### src/rtl/spiker_adapter_ctrl_pkg.sv
// Shared types and defaults for the spiker run controller and its timeout timer.
package spiker_adapter_ctrl_pkg;

  localparam int unsigned SPIKER_CNT_WIDTH_DEF      = 16;
  localparam int unsigned SPIKER_TIMEOUT_CYCLES_DEF = 4096;

  typedef enum logic [2:0] {
    IDLE   = 3'd0,
    START  = 3'd1,
    RUN    = 3'd2,
    SAMPLE = 3'd3,
    HOLD   = 3'd4
  } spiker_run_state_e;

  typedef struct packed {
    logic busy;
    logic valid;
    logic overrun;
    logic timeout;
  } spiker_run_status_t;

  function automatic logic run_state_busy(input spiker_run_state_e st);
    return (st == START) || (st == RUN) || (st == SAMPLE);
  endfunction

endpackage

### src/rtl/spiker_run_timer.sv
// RUN-state watchdog: cleared on entry to RUN, counts RUN cycles, flags the last allowed cycle.
module spiker_run_timer #(
  parameter int unsigned CNT_WIDTH      = 16,
  parameter int unsigned TIMEOUT_CYCLES = 4096
) (
  input  logic clk_i,
  input  logic rst_ni,
  input  logic clr_i,
  input  logic en_i,
  output logic expire_o
);

  localparam logic [CNT_WIDTH-1:0] LAST_VAL = CNT_WIDTH'(TIMEOUT_CYCLES - 1);
  localparam logic [CNT_WIDTH-1:0] ONE_VAL  = CNT_WIDTH'(1);

  logic [CNT_WIDTH-1:0] cnt_q;
  logic [CNT_WIDTH-1:0] cnt_d;

  // next count
  always_comb begin
    cnt_d = cnt_q;
    if (clr_i) begin
      cnt_d = '0;
    end else if (en_i) begin
      cnt_d = cnt_q + ONE_VAL;
    end else begin
      cnt_d = cnt_q;
    end
  end

  // count register
  always_ff @(posedge clk_i) begin
    if (!rst_ni) begin
      cnt_q <= '0;
    end else begin
      cnt_q <= cnt_d;
    end
  end

  assign expire_o = (cnt_q == LAST_VAL);

endmodule

### src/rtl/spiker_run_ctrl.sv
// Sequences one spiker inference run and the capture of its result vector.
// Optional RUN timeout built only when SPIKER_RUN_TIMEOUT_EN is defined.
module spiker_run_ctrl
  import spiker_adapter_ctrl_pkg::*;
#(
  parameter int unsigned CNT_WIDTH      = SPIKER_CNT_WIDTH_DEF,
  parameter int unsigned TIMEOUT_CYCLES = SPIKER_TIMEOUT_CYCLES_DEF
) (
  input  logic                 clk_i,
  input  logic                 rst_ni,
  input  logic                 start_i,
  input  logic                 ack_i,
  input  logic                 abort_i,
  input  logic                 err_clr_i,
  input  logic                 core_done_i,
  output logic                 core_start_o,
  output logic                 sample_o,
  output logic                 busy_o,
  output logic                 valid_o,
  output logic                 overrun_o,
  output logic                 timeout_o,
  output logic                 irq_o,
  output logic [CNT_WIDTH-1:0] run_cnt_o
);

  localparam logic [CNT_WIDTH-1:0] CNT_ONE = CNT_WIDTH'(1);

  if ((TIMEOUT_CYCLES < 2) || (64'(TIMEOUT_CYCLES) >= (64'd1 << CNT_WIDTH))) begin : g_cfg_chk
    $error("spiker_run_ctrl: TIMEOUT_CYCLES must be >= 2 and < 2**CNT_WIDTH");
  end

  spiker_run_state_e    state_q, state_d;
  spiker_run_status_t   status_q, status_d;
  logic [CNT_WIDTH-1:0] run_cnt_q, run_cnt_d;
  logic                 core_start_q, core_start_d;
  logic                 sample_q, sample_d;
  logic                 irq_q, irq_d;

  logic                 overrun_set_s;
  logic                 timeout_set_s;
  logic                 run_cnt_inc_s;
  logic                 timeout_hit_s;

`ifdef SPIKER_RUN_TIMEOUT_EN
  spiker_run_timer #(
    .CNT_WIDTH      (CNT_WIDTH),
    .TIMEOUT_CYCLES (TIMEOUT_CYCLES)
  ) u_timer (
    .clk_i    (clk_i),
    .rst_ni   (rst_ni),
    .clr_i    (state_q == START),
    .en_i     (state_q == RUN),
    .expire_o (timeout_hit_s)
  );
`else
  assign timeout_hit_s = 1'b0;
`endif

  // next-state and event decode; abort beats every other input
  always_comb begin
    state_d       = state_q;
    overrun_set_s = 1'b0;
    timeout_set_s = 1'b0;
    run_cnt_inc_s = 1'b0;
    if (abort_i) begin
      state_d = IDLE;
    end else begin
      case (state_q)
        IDLE: begin
          if (start_i) begin
            state_d = START;
          end else begin
            state_d = IDLE;
          end
        end
        START: begin
          state_d       = RUN;
          overrun_set_s = start_i;
        end
        RUN: begin
          overrun_set_s = start_i;
          if (core_done_i) begin
            state_d = SAMPLE;
          end else if (timeout_hit_s) begin
            state_d       = IDLE;
            timeout_set_s = 1'b1;
          end else begin
            state_d = RUN;
          end
        end
        SAMPLE: begin
          state_d       = HOLD;
          overrun_set_s = start_i;
          run_cnt_inc_s = 1'b1;
        end
        HOLD: begin
          // a start that arrives with the ack is a back-to-back run, not an overrun
          if (ack_i) begin
            state_d = start_i ? START : IDLE;
          end else begin
            state_d       = HOLD;
            overrun_set_s = start_i;
          end
        end
        default: begin
          state_d = IDLE;
        end
      endcase
    end
  end

  // sticky flags, run counter and output decode from the next state
  always_comb begin
    status_d       = status_q;
    run_cnt_d      = run_cnt_q;
    status_d.busy  = run_state_busy(state_d);
    status_d.valid = (state_d == HOLD);
    if (overrun_set_s) begin
      status_d.overrun = 1'b1;
    end else if (err_clr_i) begin
      status_d.overrun = 1'b0;
    end else begin
      status_d.overrun = status_q.overrun;
    end
    if (timeout_set_s) begin
      status_d.timeout = 1'b1;
    end else if (err_clr_i) begin
      status_d.timeout = 1'b0;
    end else begin
      status_d.timeout = status_q.timeout;
    end
    if (run_cnt_inc_s) begin
      run_cnt_d = run_cnt_q + CNT_ONE;
    end else begin
      run_cnt_d = run_cnt_q;
    end
    core_start_d = (state_d == START);
    sample_d     = (state_d == SAMPLE);
    irq_d        = status_d.valid | status_d.timeout;
  end

  // state and output registers
  always_ff @(posedge clk_i) begin
    if (!rst_ni) begin
      state_q      <= IDLE;
      status_q     <= '0;
      run_cnt_q    <= '0;
      core_start_q <= 1'b0;
      sample_q     <= 1'b0;
      irq_q        <= 1'b0;
    end else begin
      state_q      <= state_d;
      status_q     <= status_d;
      run_cnt_q    <= run_cnt_d;
      core_start_q <= core_start_d;
      sample_q     <= sample_d;
      irq_q        <= irq_d;
    end
  end

  assign core_start_o = core_start_q;
  assign sample_o     = sample_q;
  assign busy_o       = status_q.busy;
  assign valid_o      = status_q.valid;
  assign overrun_o    = status_q.overrun;
  assign timeout_o    = status_q.timeout;
  assign irq_o        = irq_q;
  assign run_cnt_o    = run_cnt_q;

endmodule

### config.mk
export PLATFORM = sky130hd
export DESIGN_NAME = spiker_run_ctrl
export DESIGN_NICKNAME = d
export VERILOG_FILES = /design/src/rtl/spiker_adapter_ctrl_pkg.sv /design/src/rtl/spiker_run_timer.sv /design/src/rtl/spiker_run_ctrl.sv
export SDC_FILE = /design/constraint.sdc
export NUM_CORES = 1
export LEC_CHECK = 0
export ABC_AREA = 1
export CORE_MARGIN = 1
export CORE_UTILIZATION = 42
export CTS_BUF_LIST = sky130_fd_sc_hd__clkbuf_16
export DETAILED_ROUTE_END_ITERATION = 8
export GPL_TIMING_DRIVEN = 0
export PLACE_DENSITY_LB_ADDON = 0.12
export SLEW_MARGIN = 20
export SYNTH_ARGS = -nofsm -noshare
export SYNTH_HDL_FRONTEND = slang
export SYNTH_SLANG_ARGS = --single-unit
### constraint.sdc
create_clock -name clk_i -period 1.2 [get_ports clk_i]
set_input_delay 0.18 -clock clk_i [delete_from_list [all_inputs] [get_ports clk_i]]
set_output_delay 0.18 -clock clk_i [all_outputs]
set_load 0.03 [all_outputs]
* Word-level counts from Yosys, hierarchy flattened
Index checks and enable logic that the tools add are counted. W data, S select, Z words.
Word-level totals: output and inout port bits 23, bits in registers 26, bits of input ports 7, logic and storage cells 37
Cells by class: mux-type cells 13, equal/unequal tests 8, reductions and logical operators 5, bitwise logic cells 1, add/sub/neg operators 1
Operator list (count):
- $add A16 B1 Y16 const B | 1
- $pmux W3 S5 | 1
- $eq A3 B2 Y1 const B | 4
- $mux W1 | 9
- $eq A3 B1 Y1 const B | 2
- $eq A3 B3 Y1 const B | 2
- $mux W3 | 2
- $logic_not A3 Y1 | 1
- $reduce_or A3 Y1 | 1
- $logic_or A1 B1 Y1 | 2
- $pmux W1 S2 | 1
- $reduce_bool A2 Y1 | 1
- $or A1 B1 Y1 | 1

* Logic depth before layout (Yosys ltp)
Gate-level depths: netlist of the first run.
word-level depth 7, gate-level depth with buffers 8, gate-level depth less buffers 8

* Worst setup path after synthesis of the first run
OpenSTA, ideal clock, no wires.
path type register to register, from register run_cnt_q[0] (netlist: run_cnt_o[0]), to register run_cnt_q[10] (netlist: run_cnt_o[10]), stages on the path, launching flop included 9, setup slack -370 ps, arrival 1454 ps, period minus slack after synthesis 1570 ps, path buffers 0, data required time 1084 ps, setup time 116 ps, cell sequence dfxtp_1 > ha_1 > nand3_1 > nor2_1 > nand2_4 > inv_2 > nand2_1 > o21ai_0 > nor2_1
Between the ends: longest elaborated chain between the ends 1
Ends and longest elaborated chain:
- start, declared | line spiker_run_ctrl.sv:34 | logic [CNT_WIDTH-1:0] run_cnt_q, run_cnt_d;
- start signal, assigned | line spiker_run_ctrl.sv:154 | run_cnt_q <= run_cnt_d;
- $add A16 B1 Y16 | line spiker_run_ctrl.sv:133 | run_cnt_d = run_cnt_q + CNT_ONE;
Every way passes these cells. A chain may end at the register's enable or synchronous reset.

* Worst setup path in the final report of the first run
from register run_cnt_q[2] (netlist: run_cnt_o[2]), to register run_cnt_q[11] (netlist: run_cnt_o[11])
Same word-level chain as after synthesis.

==> flow_metrics.env, run 1 <==
export IMPL_status="complete, but fails checks"
export IMPL_failed_checks="negative setup slack"
export IMPL_rsz0062_at_grt="yes"
export IMPL_synthesis_area_per_instance_sq_um=7.262
export IMPL_grt_pass1_vias=1030
export IMPL_final_cell_mix="23 x inv_1, 23 x nand2_1, 18 x nor2_1"
export IMPL_synthesis_area_sq_um=1147
export IMPL_postCtsHoldBufs=0
export IMPL_clockBufferDepth=2
export IMPL_holdWs_ns=0.3951
export IMPL_yosysSeqAreaShare_pct=45.37
export IMPL_dp_slack_ns=-0.6374
export IMPL_drt_vias_per_instance=4.922
export IMPL_cts_sinks=26
export IMPL_num_nets_final=209
export IMPL_dieArea_sq_um=2945
export IMPL_vias=1132
export IMPL_io_buffers=29
export IMPL_grt_max_degree=15
export IMPL_grt_pass1_wl_um=4409
export IMPL_synth_top_cell_area_share_pct=45.37
export IMPL_ir_drop_mv=0.8100
export IMPL_layout_drive_gt1_share_pct=36.00
export IMPL_first_pass_iters=4
export IMPL_num_rows=18
export IMPL_clk_latency_ns=0.25
export IMPL_relSlewSlack_pct=79.65
export IMPL_path_clk_slew_ns=0.06
export IMPL_synthToLayoutAreaGrowth_pct=53.76
export IMPL_fmax_ghz=0.7671
export IMPL_ys_types=23
export IMPL_setup_violations=12
export IMPL_ios=30
export IMPL_antenna_found_initial=0
export IMPL_tightestPinTransition_ns=0.3065
export IMPL_cp_max_fo=5
export IMPL_syn_inst=158
export IMPL_synth_top_area_cell="dfxtp_1"
export IMPL_p_per_area_nw_per_um2=953.1
export IMPL_syn_num_nets=166
export IMPL_p_leak_nw=0.7480
export IMPL_die_h_um=54.27
export IMPL_detail_route_wl_per_cell_um=11.96
export IMPL_critPathKind="reg -> reg"
export IMPL_startpoint_type="register"
export IMPL_synthTopCellsByArea="dfxtp_1 45%, nand2_1 9.2%, inv_1 8.2%, nor2_1 7.5%, a21oi_1 5.7%"
export IMPL_n_antenna_cell=0
export IMPL_drt_wl_total_um=2751
export IMPL_die_x_um=54.27
export IMPL_utilization_pct=69.94
export IMPL_start_util_pct=45.49
export IMPL_finalCritPeriodShare_pct=108.6
export IMPL_fin_crit_ns=1.304
export IMPL_hold_class="in -> reg"
export IMPL_maxSlewViolCount=0
export IMPL_grt_use_total_pct=20.78
export IMPL_end_kind="register"
export IMPL_root_buffer="clkbuf_16"
export IMPL_drc_errors=0
export IMPL_drt_iter0_drc=16
export IMPL_htreeDepth=1
export IMPL_core_sq_um=2522
export IMPL_clock_skew_ns=0.003600
export IMPL_grt_ovfl_total=0
export IMPL_cts_tree="built"
export IMPL_hpwl_um=1857
export IMPL_maxCapViolations=0
export IMPL_cts_made_buffers=3
export IMPL_ant_nets=0
export IMPL_timing_final_hold_violations=0
export IMPL_finalWeightedCongestion=0.7775
export IMPL_ys_warn_count=0
export IMPL_ys_seq_elements=26
export IMPL_total_power_mw=1.681
export IMPL_setup_slack_ns=-0.1036
export IMPL_critPathRequiredTime_ns=1.35
export IMPL_critPathArrivalTime_ns=1.45
[final timing paths]
| path | start | end | slack [ns] | cells past startpoint |
|---|---|---|---|---|
| worst min register to register | timeout_o$_SDFF_PN0_ | timeout_o$_SDFF_PN0_ | 0.46 | 2 |
| worst min-delay path | abort_i | core_start_o$_SDFF_PN0_ | 0.40 | 3 |
| worst max register to register | run_cnt_o[2]$_SDFFE_PN0P_ | run_cnt_o[11]$_SDFFE_PN0P_ | -0.10 | 6 |
| worst max-delay path | run_cnt_o[2]$_SDFFE_PN0P_ | run_cnt_o[11]$_SDFFE_PN0P_ | -0.10 | 6 |
[where the power goes]
part | switching (mW) | internal [mW]
combinational | 0.0532 | 0.0390
sequential | 0.00376 | 0.864
clock | 0.277 | 0.445
total | 0.334 | 1.35
[cell usage after synthesis, drive strengths merged]
library cell and instances:
dfxtp 26, clkbuf 2, ha 1, nand2 30
nor2 25, and3 1, o21ai 10, inv 26
xor2 2, nand3 10, nand3b 1, nand4 4
a21oi 13, nor3 6, o31ai 1
[state kept, by name, indices dropped and copies added (netlist names)]
name / flops
run_cnt_o: 16
valid_o: 1
core_start_o: 1
sample_o: 1
irq_o: 1
timeout_o: 1
overrun_o: 1
state_q: 3
busy_o: 1
[layer usage]
layer,up-vias,global-route usage [%],wire (um)
met5,-,0,0
li1,593,-,-
met1,515,26.83,1223
met4,0,6.410,32
met2,20,34.55,1390
met3,4,4.167,105
[final cells by class]
class / instances / area (sq um)
buffer: 2 / 10.01
clock buffer: 3 / 75.07
clock inverter: 1 / 3.754
fill: 225 / 758.2
inverter: 26 / 102.6
multi-input combinational: 104 / 676.9
sequential: 26 / 541.8
tap: 30 / 37.54
timing repair buffer: 38 / 316.6
[critical path, stage by stage, from the launching register on]
cell and delay (ns):
dfxtp_4 0.39, nand3_2 0.12, nor2_4 0.20, nand3_4 0.11, nor2_4 0.14, nand2_1 0.08
and3_1 0.15
[repair_timing]
action                                  CTS  global route
pin swaps                                 9            14
gates resized for setup                  57            45
endpoints found under the setup margin   39            36
buffers inserted                          6             3
[logic make-up after synthesis]
kind of cell	after synthesis	share of synthesized area [%]
compound gates	24	10.69
simple gates	77	32.17
flops	26	45.37
buf+inv	28	9.160
fa+ha+maj	1	1.090
xor+xnor	2	1.527
[stage by stage]
| step | instances | TNS (ns) | area (sq um) |
|---|---|---|---|
| floorplan | 158 | -0.4349 | 1197 |
| global placement | 217 | -9.870 | 1525 |
| detailed placement | 217 | -10.86 | 1525 |
| CTS | 227 | -0.7654 | 1698 |
| global route | 230 | -2.124 | 1764 |
| finish | 230 | -0.5469 | 1764 |
No activity file was read; power rests on OpenSTA's default activity.
==> run 2: changes to the inputs <==
clock period = 1.1 ns   (was 1.2 ns; I/O delays follow)
==> flow_metrics.env, run 2 (synthesis gave the netlist of run 1 again) <==
export IMPL_final_common_cell="inv_1"
export IMPL_end_kind="register"
export IMPL_detail_route_wl_per_cell_um=12.34
export IMPL_num_nets_final=211
export IMPL_clk_latency_ns=0.26
export IMPL_busiest_layer="met2"
export IMPL_r2r_slack_ns=-0.21
export IMPL_final_cell_mix="24 x inv_1, 19 x nand2_1, 18 x nor2_1"
export IMPL_maxCapViolations=0
export IMPL_drt_wl_total_um=2863
export IMPL_io_buffers=29
export IMPL_grt_pass1_vias=1024
export IMPL_timing_final_hold_violations=0
export IMPL_fin_tns_setup_ns=-2.418
export IMPL_clockBufferDepth=2
export IMPL_root_buffer="clkbuf_16"
export IMPL_grt_pass1_wl_um=4209
export IMPL_num_rows=18
export IMPL_maxSlewViolCount=0
export IMPL_place_inst=217
export IMPL_cts_made_buffers=3
export IMPL_ant_nets=0
export IMPL_start_util_pct=45.49
export IMPL_hp_start="run_cnt_o[4]$_SDFFE_PN0P_"
export IMPL_final_cells=232
export IMPL_grt_use_total_pct=19.95
export IMPL_r2r_start="state_q[0]$_SDFF_PN0_"
export IMPL_grt_ovfl_total=0
export IMPL_hpwl_um=1890
export IMPL_die_x_um=54.27
export IMPL_first_pass_iters=4
export IMPL_cts_sinks=26
export IMPL_relSlewSlack_pct=83.09
export IMPL_use_met2_pct=34.76
export IMPL_clock_skew_ns=0.005756
export IMPL_htreeDepth=1
export IMPL_p_per_area_nw_per_um2=1058
export IMPL_cp_max_fo=6
export IMPL_drc_errors=0
export IMPL_hold_path_depth=2
export IMPL_critPathRequiredTime_ns=1.24
export IMPL_die_h_um=54.27
export IMPL_setup_slack_ns=-0.2108
export IMPL_largest_reg_flops=16
export IMPL_vias=1165
export IMPL_core_sq_um=2522
export IMPL_fin_crit_ns=1.311
export IMPL_worst_path_buf_inv=1
export IMPL_status="complete, but fails checks"
export IMPL_cts_tree="built"
export IMPL_met1_usage_pct=24.24
export IMPL_startpoint_type="register"
export IMPL_fmax_ghz=0.7629
export IMPL_tightestPinTransition_ns=0.2531
export IMPL_finalCritPeriodShare_pct=119.2
export IMPL_fillers=223
export IMPL_critPathKind="reg -> reg"
export IMPL_antenna_found_initial=0
export IMPL_setup_violations=23
export IMPL_rsz0062_at_grt="yes"
export IMPL_slowest_delay_ns=0.35
export IMPL_synthToLayoutAreaGrowth_pct=53.44
export IMPL_path_clk_slew_ns=0.06
export IMPL_dieArea_sq_um=2945
export IMPL_ios=30
export IMPL_met3_usage_pct=3.333
export IMPL_crit_path_top_delay_cell="dfxtp_2"
export IMPL_ir_drop_mv=0.9393
export IMPL_hold_end="run_cnt_o[4]$_SDFFE_PN0P_"
export IMPL_drt_iter0_drc=20
export IMPL_grt_max_degree=15
export IMPL_p_leak_nw=0.7510
export IMPL_n_antenna_cell=0
export IMPL_holdWs_ns=0.4755
export IMPL_crit_chain="nand2_4 > nor3_4 > buf_12 > nand3_4 > nor2_4 > nand2_1 > and3_1"
export IMPL_finalWeightedCongestion=0.7776
export IMPL_critPathArrivalTime_ns=1.46
export IMPL_hold_class="reg -> reg"
export IMPL_reg2reg_depth=7
export IMPL_r2r_end="run_cnt_o[11]$_SDFFE_PN0P_"
export IMPL_cp_top_family="simple AND/OR/NAND/NOR gates"
export IMPL_drt_vias_per_instance=5.022
export IMPL_failed_checks="negative setup slack"
export IMPL_layout_drive_gt1_share_pct=45.05
[run 2: cell types whose count changed in the layout (fill, tap and decap cells not counted), moves of 3 or more]
cell,change
dfxtp_1,-3
dfxtp_2,+4
nand2_2,+4
dlygate4sd2_1,-8
buf_4,+6
buf_6,-5
clkbuf_2,-4
buf_2,+10
clkdlybuf4s15_2,+3
nand2_1,-4
[run 2: timing repair]
item | 4_1_cts | 5_1_grt
hold buffers | 0 | 0
pin swaps | 5 | 7
setup endpoints to repair | 49 | 39
resized for setup | 81 | 62
setup buffers | 7 | 4
[run 2: worst register-to-register path: cells and delay by family, from the launching register on]
family                 cells  cell delay (ns)
DFF                        1             0.35
buffers and inverters      1             0.15
and+or+nand+nor            6             0.70
[run 2: metrics by stage]
stage / power, mW / setup WS [ns] / utilization [%] / area [sq um]
2_1_floorplan: 1.019 / -0.2044 / - / 1197
3_3_place_gp: 1.062 / -0.6846 / 60.47 / 1525
3_5_place_dp: 1.065 / -0.7117 / 60.47 / 1525
4_1_cts: 1.870 / -0.2365 / 67.01 / 1690
5_1_grt: 1.934 / -0.2676 / 69.79 / 1760
6_report: 1.862 / -0.2108 / 69.79 / 1760
[run 2: final cells by class]
cell class / count / area, sq um / area share (%)
Clock buffer: 3 / 75.07 / 4.264
Multi-Input combinational cell: 104 / 686.9 / 39.02
Clock inverter: 1 / 3.754 / 0.2132
Tap cell: 30 / 37.54 / 2.132
Inverter: 26 / 100.1 / 5.686
Buffer: 2 / 10.01 / 0.5686
Sequential cell: 26 / 543.0 / 30.85
Timing Repair Buffer: 40 / 304.0 / 17.27
[run 2: metal layers]
layer	wire length [um]	part of all wire (%)
met5	0	0
met4	33	1.2
met3	95	3.3
met2	1483	52
met1	1251	44
[run 2: how the worst max path moves through the flow]
stage / endpoint / cells past startpoint / slack (ns) / from
floorplan: run_cnt_o[10]$_SDFFE_PN0P_ / 8 / -0.20 / run_cnt_o[1]$_SDFFE_PN0P_
global placement: run_cnt_o[11]$_SDFFE_PN0P_ / 6 / -0.68 / abort_i
detailed placement: run_cnt_o[11]$_SDFFE_PN0P_ / 6 / -0.71 / abort_i
CTS: run_cnt_o[11]$_SDFFE_PN0P_ / 7 / -0.24 / state_q[1]$_SDFF_PN0_
global route: run_cnt_o[11]$_SDFFE_PN0P_ / 7 / -0.27 / state_q[0]$_SDFF_PN0_
finish: run_cnt_o[11]$_SDFFE_PN0P_ / 7 / -0.21 / state_q[0]$_SDFF_PN0_
[run 2: power breakdown]
| group | internal [mW] | switching, mW |
|---|---|---|
| Sequential | 0.945 | 0.00430 |
| Combinational | 0.0492 | 0.0682 |
| Clock | 0.486 | 0.310 |
| Total | 1.48 | 0.383 |
